File: src/rtl/mem_stage_pkg.sv
// Shared widths, stall encoding and mem_op bit positions for the memory-access stage.
package mem_stage_pkg;

  localparam int EX_TO_MEM_WD = 81;
  localparam int MEM_TO_WB_WD = 70;
  localparam int STALL_WD     = 6;
  localparam int MEM_OP_W     = 5;

  localparam logic Stop   = 1'b1;
  localparam logic NoStop = 1'b0;

  localparam int MEM_OP_LB  = 4;
  localparam int MEM_OP_LBU = 3;
  localparam int MEM_OP_LH  = 2;
  localparam int MEM_OP_LHU = 1;
  localparam int MEM_OP_LW  = 0;

  typedef struct packed {
    logic [MEM_OP_W-1:0] mem_op;
    logic [31:0]         pc;
    logic                data_ram_en;
    logic [3:0]          data_ram_wen;
    logic                sel_rf_res;
    logic                rf_we;
    logic [4:0]          rf_waddr;
    logic [31:0]         ex_result;
  } ex_mem_t;

endpackage

File: src/rtl/mem_stage_load_align.sv
// Combinational load extraction: picks byte/halfword/word from the read word,
// sign- or zero-extends it, and flags misaligned halfword/word accesses.
module load_align
  import mem_stage_pkg::*;
(
  input  logic [MEM_OP_W-1:0] i_mem_op,
  input  logic [1:0]          i_addr,
  input  logic [31:0]         i_rdata,
  output logic [31:0]         o_load_res,
  output logic                o_misalign
);

  logic [7:0]  w_byte;
  logic [15:0] w_half;

  always_comb begin
    w_byte = i_rdata[7:0];
    case (i_addr)
      2'd0: w_byte = i_rdata[7:0];
      2'd1: w_byte = i_rdata[15:8];
      2'd2: w_byte = i_rdata[23:16];
      2'd3: w_byte = i_rdata[31:24];
      default: w_byte = i_rdata[7:0];
    endcase
  end

  assign w_half = i_addr[1] ? i_rdata[31:16] : i_rdata[15:0];

  // mem_op is one-hot; all-zero selects nothing and yields 0
  always_comb begin
    o_load_res = '0;
    if (i_mem_op[MEM_OP_LB])       o_load_res = {{24{w_byte[7]}}, w_byte};
    else if (i_mem_op[MEM_OP_LBU]) o_load_res = {24'd0, w_byte};
    else if (i_mem_op[MEM_OP_LH])  o_load_res = {{16{w_half[15]}}, w_half};
    else if (i_mem_op[MEM_OP_LHU]) o_load_res = {16'd0, w_half};
    else if (i_mem_op[MEM_OP_LW])  o_load_res = i_rdata;
  end

  assign o_misalign = ((i_mem_op[MEM_OP_LH] | i_mem_op[MEM_OP_LHU]) & i_addr[0])
                    | (i_mem_op[MEM_OP_LW] & (|i_addr));

endmodule

File: src/rtl/mem_stage.sv
// Memory-access pipeline stage: registers the execute bus, holds SRAM read data across stalls,
// extracts loads and drives write-back/forwarding buses. Optional alignment check: MEM_ALIGN_CHECK_EN.
module mem_stage
  import mem_stage_pkg::*;
(
  input  logic                    clk,
  input  logic                    resetn,
  input  logic [STALL_WD-1:0]     stall,
  input  logic [EX_TO_MEM_WD-1:0] ex_to_mem_bus,
  input  logic [31:0]             data_sram_rdata,
  output logic [MEM_TO_WB_WD-1:0] mem_to_wb_bus,
  output logic [37:0]             mem_to_rf_bus,
  output logic                    adel
);

  ex_mem_t     r_bus;
  logic        r_first;
  logic [31:0] r_rdata_buf;

  logic [31:0] w_rdata_eff;
  logic [31:0] w_load_res;
  logic        w_misalign;
  logic        w_rf_we;
  logic [31:0] w_rf_wdata;

  // Stage register: bubble has priority over capture; otherwise hold
  always_ff @(posedge clk or negedge resetn) begin
    if (!resetn) begin
      r_bus       <= '0;
      r_first     <= 1'b0;
      r_rdata_buf <= '0;
    end else begin
      if (stall[3] == Stop && stall[4] == NoStop) begin
        r_bus   <= '0;
        r_first <= 1'b0;
      end else if (stall[3] == NoStop) begin
        r_bus   <= ex_mem_t'(ex_to_mem_bus);
        r_first <= 1'b1;
      end else begin
        r_first <= 1'b0;
      end
      if (r_first) r_rdata_buf <= data_sram_rdata;
    end
  end

  // SRAM data is only valid in the first cycle; later cycles use the buffered copy
  assign w_rdata_eff = r_first ? data_sram_rdata : r_rdata_buf;

  load_align u_load_align (
    .i_mem_op   (r_bus.mem_op),
    .i_addr     (r_bus.ex_result[1:0]),
    .i_rdata    (w_rdata_eff),
    .o_load_res (w_load_res),
    .o_misalign (w_misalign)
  );

`ifdef MEM_ALIGN_CHECK_EN
  assign adel = w_misalign;
  logic w_unused;
  assign w_unused = ^{stall[5], stall[2:0], r_bus.data_ram_en, r_bus.data_ram_wen};
`else
  assign adel = 1'b0;
  logic w_unused;
  assign w_unused = ^{stall[5], stall[2:0], r_bus.data_ram_en, r_bus.data_ram_wen, w_misalign};
`endif

  assign w_rf_we    = r_bus.rf_we & ~adel;
  assign w_rf_wdata = r_bus.sel_rf_res ? w_load_res : r_bus.ex_result;

  assign mem_to_wb_bus = {r_bus.pc, w_rf_we, r_bus.rf_waddr, w_rf_wdata};
  assign mem_to_rf_bus = {w_rf_we, r_bus.rf_waddr, w_rf_wdata};

endmodule

File: config.mk
export PLATFORM = sky130hd
export DESIGN_NAME = mem_stage
export DESIGN_NICKNAME = d
export VERILOG_FILES = /design/src/rtl/mem_stage_pkg.sv /design/src/rtl/mem_stage_load_align.sv /design/src/rtl/mem_stage.sv
export SDC_FILE = /design/constraint.sdc
export NUM_CORES = 1
export LEC_CHECK = 0
export ABC_CLOCK_PERIOD_IN_PS = 2700
export BUFFER_PORTS_ARGS = -buffer_cell sky130_fd_sc_hd__buf_2
export CORE_MARGIN = 3
export CORE_UTILIZATION = 44
export DETAILED_ROUTE_END_ITERATION = 10
export PLACE_DENSITY = 0.77
export SLEW_MARGIN = 10
export SYNTH_ARGS = -nofsm -noshare
export SYNTH_HDL_FRONTEND = slang
export SYNTH_HIERARCHICAL = 1
export SYNTH_SLANG_ARGS = --single-unit
File: constraint.sdc
create_clock -name clk -period 2.7 [get_ports clk]
set_input_delay 0.405 -clock clk [delete_from_list [all_inputs] [get_ports clk]]
set_output_delay 0.405 -clock clk [all_outputs]
set_load 0.01 [all_outputs]
# Word level (Yosys, flattened, before mapping)

Cells that the tools add are included.

Memories kept: 0
RAM bits: 0
Word-level logic and storage cells: 28
Output and inout port bits: 109
Memory bits (read-only): 0
Latch bits: 0
Input port bits: 121
Flip-flop bits (word level): 109

Divide/modulo/power cells: 0
Muxes and demuxes: 13
Reductions and logical operators: 2
Magnitude comparators: 0
Shift-type cells: 0
Equal/unequal tests: 4
Bitwise gates (word level): 1
Add/sub/neg operators: 0
Multipliers: 0

Operator list:

| cell                                                             | count |
|---|---|
| 32-bit 2-to-1 mux                                                | 7 |
| 81-bit 2-to-1 mux                                                | 2 |
| 8-bit one-hot mux with 4 select lines                            | 1 |
| 16-bit 2-to-1 mux                                                | 1 |
| 2-bit == test (second input constant)                            | 2 |
| 2-bit by 1-bit == test with 1-bit output (second input constant) | 1 |
| 2-bit zero test                                                  | 1 |
| 1-bit 2-to-1 mux                                                 | 2 |
| 2-bit by 1-bit != test with 1-bit output (second input constant) | 1 |
| 1-bit logical AND                                                | 1 |
| 1-bit NOT                                                        | 1 |

# Longest topological paths before layout

Gate-level depths: netlist of run 1.

Depth after elaboration: 7
Mapped depth: 9
Gate-level depth less buffers: 5

# Cells and area by module

Netlist of run 1, hierarchy kept.

Modules (own cells, without submodules):

| module     | area each (um^2) | seq. area each (um^2) | instances | cells an instance |
|---|---|---|---|---|
| mem_stage  | 4,992.3          | 2,727.6               | 1         | 401 |
| load_align | 713.2            | 0.0                   | 1         | 94 |

# Least setup slack after synthesis of run 1

OpenSTA, ideal clock, no wires.

Path kind: register to output
Start: register r_first
End: output port mem_to_wb_bus[21]
Arrival time: 2.599 ns
Path buffers: 4
Required time: 2.295 ns
Slack: -0.304 ns
Stages on the path, launching flop included: 10
Cells stage by stage: dfrtp_1 -> clkbuf_1 -> buf_2 -> mux2_1 -> mux4_2 -> a32o_2 -> buf_6 -> a21o_1 -> mux2_1 -> buf_4

Elaborated cells on any way between the ends: 9
Classes of those cells: mux (9)

RTL lines:

| item                                  | line                       | text |
|---|---|---|
| from (decl)                           | mem_stage.sv:17            | `logic r_first;` |
| from (signal assigned)                | mem_stage.sv:30            | `r_first <= 1'b0;` |
| from (signal assigned)                | mem_stage.sv:35            | `r_first <= 1'b0;` |
| from (signal assigned)                | mem_stage.sv:38            | `r_first <= 1'b1;` |
| 32-bit 2-to-1 mux                     | --                         |  |
| via w_rdata_eff[23]                   | mem_stage.sv:20            | `logic [31:0] w_rdata_eff;` |
| 8-bit one-hot mux with 4 select lines | mem_stage_load_align.sv:18 | `case (i_addr)` |
| 32-bit 2-to-1 mux                     | mem_stage_load_align.sv:32 | `if (i_mem_op[MEM_OP_LB]) o_load_res = {{24{w_byte[7]}}, w_byte};` |
| via w_load_res[21]                    | mem_stage.sv:21            | `logic [31:0] w_load_res;` |
| 32-bit 2-to-1 mux                     | mem_stage.sv:68            | `assign w_rf_wdata = r_bus.sel_rf_res ? w_load_res : r_bus.ex_result;` |
| to (decl)                             | mem_stage.sv:11            | `output logic [MEM_TO_WB_WD-1:0] mem_to_wb_bus,` |

The timed path passes the listed nets, and every way through them passes these cells.

# Worst setup path after layout of run 1

Start: register r_first
End: output port mem_to_rf_bus[20]

Elaborated cells on any way between the ends: 9
Classes of those cells: mux (9)

RTL lines:

| item                  | line                       | text |
|---|---|---|
| 32-bit 2-to-1 mux (*) | --                         |  |
| via w_rdata_eff[31]   | mem_stage.sv:20            |  |
| 16-bit 2-to-1 mux     | mem_stage_load_align.sv:27 | `assign w_half = i_addr[1] ? i_rdata[31:16] : i_rdata[15:0];` |
| 32-bit 2-to-1 mux     | mem_stage_load_align.sv:34 | `else if (i_mem_op[MEM_OP_LH]) o_load_res = {{16{w_half[15]}}, w_half};` |
| 32-bit 2-to-1 mux     | mem_stage_load_align.sv:33 | `else if (i_mem_op[MEM_OP_LBU]) o_load_res = {24'd0, w_byte};` |
| 32-bit 2-to-1 mux (*) | mem_stage_load_align.sv:32 |  |
| via w_load_res[20]    | mem_stage.sv:21            |  |
| 32-bit 2-to-1 mux (*) | mem_stage.sv:68            |  |
| to (decl)             | mem_stage.sv:12            | `output logic [37:0] mem_to_rf_bus,` |

The timed path passes the listed nets; every way through them passes the cells marked *.

==> impl_summary.log, run 1 <==
INFO  metric clk_pin_slew = ~70 ps
INFO  metric grt_first_pass_wirelength = 23,100 um
INFO  metric power.switching = around 0.0012 W
INFO  metric area_delta_synth_final = 27.3%
INFO  metric die_width = about 120 um
INFO  metric buffer_ports.inserted = approximately 220
INFO  metric critical-path-slowest-cell = sky130_fd_sc_hd__mux4_2
INFO  metric overall_global_routing_usage = about a fifth
INFO  metric worst-endpoint-arrival = approximately 2700 ps
INFO  metric peakVddDrop = 444 uV
INFO  metric total_leakage_power = approximately 3.8 nW
INFO  metric max_transition_margin = between 30% and 40%
INFO  metric stdcell_area = roughly 0.0072 mm^2
INFO  metric num-fill-cells = 995
INFO  metric clk_latency = approximately 340 ps
INFO  metric vias = between 4k and 5k
INFO  metric sw_frac_of_total = 26.3%
INFO  metric worst_hold_path_type = in2async
INFO  metric yosysWarningCount = 6
INFO  metric power.clock.fraction = around a third
INFO  metric combinational_power_share = about a quarter
INFO  metric coreArea = roughly 0.012 mm^2
INFO  metric cts_max_path_buffers = 2
INFO  metric worst-path-max-fanout = 8
INFO  metric grt_start_max_net_pins = 55
INFO  metric final_max_slew_viol_count = 0
INFO  metric numCtsBuffers = 9
INFO  metric global_route.overflow_total = 0
INFO  metric tritoncts = built
INFO  metric numClockSinks = 109
INFO  metric worstSetupStartpointType = flop
INFO  metric die-area = about 0.014 mm^2
INFO  metric path_buf_inv = 1
INFO  metric grt_antenna_before_repair = 0
INFO  metric setup.worst_path.end_class = primary output
INFO  metric layout.area.seq = around 0.0027 mm^2
INFO  metric postRouteWirelength = 14,700 um
INFO  metric final.min_clock_period = about 3100 ps
INFO  metric critical_path_required = between 2000 and 2500 ps
INFO  metric timing.max_cap.violations = 0
INFO  metric multi_input_comb_area = about 0.0023 mm^2
INFO  metric rsz0062_at_grt = true
INFO  metric synth.avg_cell_area = approximately 12 um^2
INFO  metric finalSetupViolations = between 60 and 70
INFO  metric drtPass1Iterations = 4
INFO  metric die_span_y = about 120 um
INFO  metric criticalPathCategory = reg2out
INFO  metric design_power_total = 0.00461 W
INFO  metric initial_core_util = between 40 and 50%
INFO  metric detail_route.wl_per_cell = roughly 18 um
INFO  metric detailedPlacementHpwl = 10,400 um
INFO  metric first_iter_violations = between 200 and 250
INFO  metric failed_checks = negative setup slack
INFO  metric pwr_density_cell = around 640 mW/mm^2
INFO  metric synthesis.nets = ~600
INFO  metric diodes = 0
INFO  metric outcome = finished, violations left
INFO  metric path_delay_family = multiplexers
INFO  metric grt_pass1_vias = between 4k and 5k
INFO  metric fin_worst_skew = ~4.9 ps
INFO  metric post_synth_inst_count = ~500
INFO  metric worst_pin_slew = 1020 ps
INFO  metric setup_ws = -386 ps
INFO  metric drive_gt1_share = between 50% and 60%
INFO  metric clock-root-buffer = sky130_fd_sc_hd__clkbuf_16
INFO  metric dpl_cell_area = 0.00648 mm^2
INFO  metric final_min_period_over_clock_period = 114%
INFO  metric place_congestion = 0.879
INFO  metric cts_max_level = 3
INFO  metric crit_path_cell_trace = mux2_4 > mux4_2 > a32o_4 > a21o_2 > mux2_4 > buf_2
INFO  metric critical_path.most_common_cell = sky130_fd_sc_hd__mux2_4
INFO  metric via_per_inst = between 5 and 6
INFO  metric remaining_drc_errors = 0
INFO  metric ant_nets = 0
INFO  metric synth.cell_area = ~0.0057 mm^2
INFO  metric finalHoldViolCount = 0
INFO  metric p_seq_share = between 30% and 40%
INFO  metric row_count = 40
INFO  metric num-nets-final = roughly 750
INFO  metric internal_power = approximately 0.0034 W
INFO  metric num_io_pins = 230
INFO  metric cpPeakStageDelay = approximately 560 ps
INFO  metric fmax = roughly 320 MHz
cells in the final DEF, fill, tap and decap left out, drive strengths merged:
cell type and n:
bufinv 4, a21o 16, a31oi 1, o21bai 1, mux2i 14, a22o 53, and2 2, a211o 14
dfrtp 109, and4bb 1, clkbuf 10, nor3 14, nor2 3, o21ai 25, o22ai 7, clkinv 3
mux2 66, a221o 1, mux4 1, inv 23, or2 1, conb 1, buf 241, a2bb2oi 1
a32o 2, nand3 23
layer usage:
metal | track usage, % | up-vias | share of wire (%)
met2 | 34.1 | 182 | 50
met5 | 0 | - | 0
met4 | 4.37 | 0 | 1.3
met3 | 4.85 | 16 | 6.8
met1 | 27.2 | 2043 | 42
li1 | - | 1958 | -
power groups by stage:
stage | sequential (W) | combinational [W] | clock (W)
after floorplan | 0.00184 | 0.000758 | 0
after global placement | 0.00186 | 0.000956 | 0
after detailed placement | 0.00187 | 0.000973 | 0
after CTS | 0.00184 | 0.00113 | 0.00165
after global routing | 0.00185 | 0.00124 | 0.00171
final | 0.00184 | 0.00116 | 0.00161
registers in the layout (all words and copies together) (netlist names):
| register | count |
|---|---|
| r_bus | 38 |
| r_rdata_buf | 32 |
| mem_to_rf_bus | 5 |
| r_first | 1 |
| mem_to_wb_bus | 32 |
| w_rf_we | 1 |
through the flow:
| step | worst slack [ps] | cells | utilization [%] | TNS, ps | hold WS [ps] |
|---|---|---|---|---|---|
| final | -386 | 805 | 58.8 | -20810 | 103 |
| after global routing | -443 | 805 | 58.8 | -25260 | 134 |
| after CTS | -362 | 805 | 58.4 | -19600 | 109 |
| after detailed placement | -90.1 | 786 | 52.7 | -2270 | 475 |
| after global placement | -45.2 | 786 | 52.7 | -561 | 474 |
| after floorplan | -79.2 | 492 | - | -1160 | 109 |
area by class of cell:
| type | count | area share (%) |
|---|---|---|
| clock buffer | 10 | 3.30 |
| clock inverter | 6 | 1.85 |
| inverter | 24 | 1.24 |
| multi-input combinational | 247 | 31.1 |
| sequential | 109 | 37.7 |
| tap | 168 | 2.90 |
| timing repair buffer | 241 | 21.9 |
worst register-to-register path: stages, from the launching register on:
cell and delay [ps]:
sky130_fd_sc_hd__dfrtp_2 470, sky130_fd_sc_hd__buf_4 180, sky130_fd_sc_hd__buf_12 130, sky130_fd_sc_hd__mux2_1 350
sky130_fd_sc_hd__buf_4 150
path summary, 6_finish.rpt:
kind,start,end,slack [ps],depth (start not counted)
worst max-delay path,r_first,mem_to_rf_bus[20],-390,6
max in group asynchronous,resetn,mem_to_wb_bus[67],1870,2
worst min register to register,mem_to_wb_bus[68],mem_to_wb_bus[68],490,1
worst min-delay path,resetn,mem_to_rf_bus[34],100,1
worst max register to register,r_first,r_rdata_buf[29],1300,4
min in group clk,ex_to_mem_bus[79],r_bus[79],280,2
what timing repair did:
action                     in CTS  in global routing
hold buffers                    0                  0
cloned                          1                  0
hold endpoints to repair        0                  0
setup buffers                   2                  1
gates resized for setup        68                 16
pin swaps                       1                  0
setup endpoints to repair      64                 64
Note: power is estimated with default switching activity, not from simulation.
==> run 2, diff against run 1 <==
--- a/config.mk
+++ b/config.mk
@@ -11,6 +11,7 @@
 export CORE_UTILIZATION = 44
 export DETAILED_ROUTE_END_ITERATION = 10
 export PLACE_DENSITY = 0.77
+export RECOVER_POWER = 100
 export SLEW_MARGIN = 10
 export SYNTH_ARGS = -nofsm -noshare
 export SYNTH_HDL_FRONTEND = slang
==> run 2 against run 1 <==
The run ends with max-capacitance violations, max-slew violations, negative setup slack left. Maximum frequency about the same. Non-clock buffer count unchanged. Flip-flop and latch count unchanged. Hold slack improved by 180 ps. Clock power about the same. Register-to-register slack about the same. Sequential power about the same. Worst setup slack got worse by 0.68 ps. Largest power group unchanged.
==> impl_summary.log, run 2 (same netlist as run 1, synthesis figures left out) <==
INFO  metric fin_util = 58.6% (was 58.8%)
INFO  metric rr_startpoint = r_first (unchanged)
INFO  metric drtPass1Iterations = 4 (unchanged)
INFO  metric global_route.overflow_total = 0 (unchanged)
INFO  metric grt_antenna_before_repair = 0 (unchanged)
INFO  metric area_delta_synth_final = 26.7% (was 27.3%)
INFO  metric final_max_slew_viol_count = 48 (was 0)
INFO  metric worst_pin_slew = 1620 ps (was 1020 ps)
INFO  metric outcome = finished, violations left (unchanged)
INFO  metric buffer_ports.inserted = 219 (unchanged)
INFO  metric clk_pin_slew = 70 ps (about the same)
INFO  metric layout.area.seq = 0.00273 mm^2 (unchanged)
INFO  metric setup_ws = -387 ps (was -386 ps)
INFO  metric layout.cells.most_common_list = 173 x sky130_fd_sc_hd__buf_2, 107 x sky130_fd_sc_hd__dfrtp_1, 53 x sky130_fd_sc_hd__a22o_1, 46 x sky130_fd_sc_hd__buf_6, 31 x sky130_fd_sc_hd__mux2_4 (unchanged)
INFO  metric worstHoldEndpoint = r_bus[79]
INFO  metric fmax = 324 MHz (about the same)
INFO  metric timing.max_cap.violations = 1 (was 0)
INFO  metric criticalPathCategory = reg2out (unchanged)
INFO  metric grt_first_pass_wirelength = 23,100 um (unchanged)
INFO  metric worst_hold_path_type = in2reg (was in2async)
INFO  metric overall_global_routing_usage = 20.4% (unchanged)
INFO  metric regMostFlops = r_bus (unchanged)
INFO  metric detail_route.wl_per_cell = 18.2 um (about the same)
INFO  metric cts_max_path_buffers = 2 (unchanged)
INFO  metric ant_nets = 0 (unchanged)
INFO  metric remaining_drc_errors = 0 (unchanged)
INFO  metric final.min_clock_period = 3090 ps (about the same)
INFO  metric row_count = 40 (unchanged)
INFO  metric worstSetupStartpointType = flop (unchanged)
INFO  metric grt_start_max_net_pins = 55 (unchanged)
INFO  metric coreArea = 0.0123 mm^2 (unchanged)
INFO  metric via_per_inst = 5.23 (was 5.22)
INFO  metric drive_gt1_share = 51.3% (was 52.0%)
INFO  metric critical_path_required = 2300 ps (about the same)
INFO  metric tritoncts = built (unchanged)
INFO  metric post_layout_nonfiller_instances = 805 (unchanged)
INFO  metric largest_register_ff_count = 38 (unchanged)
INFO  metric hold_start = ex_to_mem_bus[79]
INFO  metric worst-path-max-fanout = 8 (unchanged)
INFO  metric final_min_period_over_clock_period = 114% (about the same)
INFO  metric place_congestion = 0.879 (unchanged)
INFO  metric vias = 4,208 (was 4,199)
INFO  metric postRouteWirelength = 14,700 um (about the same)
INFO  metric peakVddDrop = 446 uV (was 444 uV)
INFO  metric numClockSinks = 109 (unchanged)
INFO  metric finalHoldViolCount = 0 (unchanged)
INFO  metric clock-root-buffer = sky130_fd_sc_hd__clkbuf_16 (unchanged)
INFO  metric die_width = 120 um (unchanged)
INFO  metric failed_checks = max-capacitance violations, max-slew violations, negative setup slack (was negative setup slack)
INFO  metric finalSetupViolations = 64 (unchanged)
INFO  metric setup.worst_path.end_class = primary output (unchanged)
INFO  metric design_power_total = 0.00461 W (about the same)
INFO  metric cts_max_level = 3 (unchanged)
INFO  metric critical_path.reg2reg.endpoint = r_rdata_buf[29] (unchanged)
INFO  metric hold_buffers = 0 (unchanged)
INFO  metric hold_depth = 2
INFO  metric pwr_density_cell = 638 mW/mm^2 (was 636 mW/mm^2)
INFO  metric diodes = 0 (unchanged)
INFO  metric num_io_pins = 230 (unchanged)
INFO  metric worst_hold_slack = 282 ps (was 103 ps)
INFO  metric die-area = 0.0143 mm^2 (unchanged)
INFO  metric worst_r2r_path_depth = 4 (unchanged)
INFO  metric die_span_y = 120 um (unchanged)
INFO  metric num-nets-final = 753 (unchanged)
INFO  metric post-place-cells = 786 (unchanged)
INFO  metric rsz0062_at_grt = true (unchanged)
INFO  metric first_iter_violations = 247 (was 228)
INFO  metric multi_input_comb_area = 0.00225 mm^2 (unchanged)
INFO  metric total_leakage_power = 3.76 nW (was 3.78 nW)
INFO  metric grt_pass1_vias = 4,247 (unchanged)
INFO  metric dp_slack = -90.1 ps (unchanged)
INFO  metric timing.reg2reg.setup_slack = 1300 ps (about the same)
INFO  metric worst-endpoint-arrival = 2680 ps (about the same)
INFO  metric layout.cells.most_common = sky130_fd_sc_hd__buf_2 (unchanged)
INFO  metric max_transition_margin = -7.82% (was 31.7%)
INFO  metric numCtsBuffers = 9 (unchanged)
INFO  metric clk_latency = 350 ps (was 340 ps)
INFO  metric initial_core_util = 46.2% (unchanged)
INFO  metric num-fill-cells = 999 (was 995)
INFO  metric detailedPlacementHpwl = 10,400 um (unchanged)
INFO  metric fin_worst_skew = 4.48 ps (was 4.88 ps)
## run 2: changes by cell type in the layout (fill, tap and decap cells not counted), sizes merged
cell,delta
buf,-5
clkbuf,+5
## run 2: worst max path at each step
stage                              endpoint  depth (start not counted)    start
after floorplan           mem_to_wb_bus[24]                          9  r_first
after detailed placement  mem_to_rf_bus[18]                          6  r_first
after global routing      mem_to_rf_bus[31]                          6  r_first
after global placement    mem_to_wb_bus[31]                          6  r_first
after CTS                 mem_to_rf_bus[18]                          6  r_first
final                     mem_to_rf_bus[20]                          6  r_first
## run 2: final cells by class
class | instances | area share [%]
clock buffers | 10 | 3.31
flip-flops and latches | 109 | 37.8
well taps | 168 | 2.91
repair buffers | 241 | 21.6
clock inverters | 6 | 1.86
inverters | 24 | 1.25
multi-input cells | 247 | 31.2
## run 2: power by group
group | switching [W] | internal [W] | leakage (nW)
Clock | 0.000587 | 0.00103 | 0.183
Sequential | 0.0000765 | 0.00176 | 1.34
Combinational | 0.000552 | 0.000601 | 2.24
Total | 0.00122 | 0.00339 | 3.76
## run 2: worst max-delay path, stage by stage, from the launching register on
cell	delay, ps
sky130_fd_sc_hd__dfrtp_2	470
sky130_fd_sc_hd__mux2_4	340
sky130_fd_sc_hd__mux4_2	560
sky130_fd_sc_hd__a32o_4	340
sky130_fd_sc_hd__a21o_2	220
sky130_fd_sc_hd__mux2_4	260
sky130_fd_sc_hd__buf_2	140
## run 2: repair_timing
action | in CTS | in global routing
gates resized for setup | 68 | 16
gates cloned | 1 | 0
setup buffers | 2 | 1
setup endpoints to repair | 64 | 64
endpoints found under the hold margin | 0 | 0
pin swaps | 1 | 0
## run 2: layer usage
layer | vias to the layer above | GRT usage (%) | share of wire [%]
li1 | 1959 | - | -
met1 | 2065 | 27.2 | 42
met2 | 171 | 34.1 | 50
met3 | 13 | 4.85 | 6.3
met4 | 0 | 4.37 | 1.2
met5 | - | 0 | 0
## run 2: per-stage QoR
stage,area [um^2],TNS (ps)
5_1_grt,7210,-25330
3_3_place_gp,6480,-561
4_1_cts,7200,-19600
2_1_floorplan,5860,-1160
3_5_place_dp,6480,-2270
6_report,7210,-20860
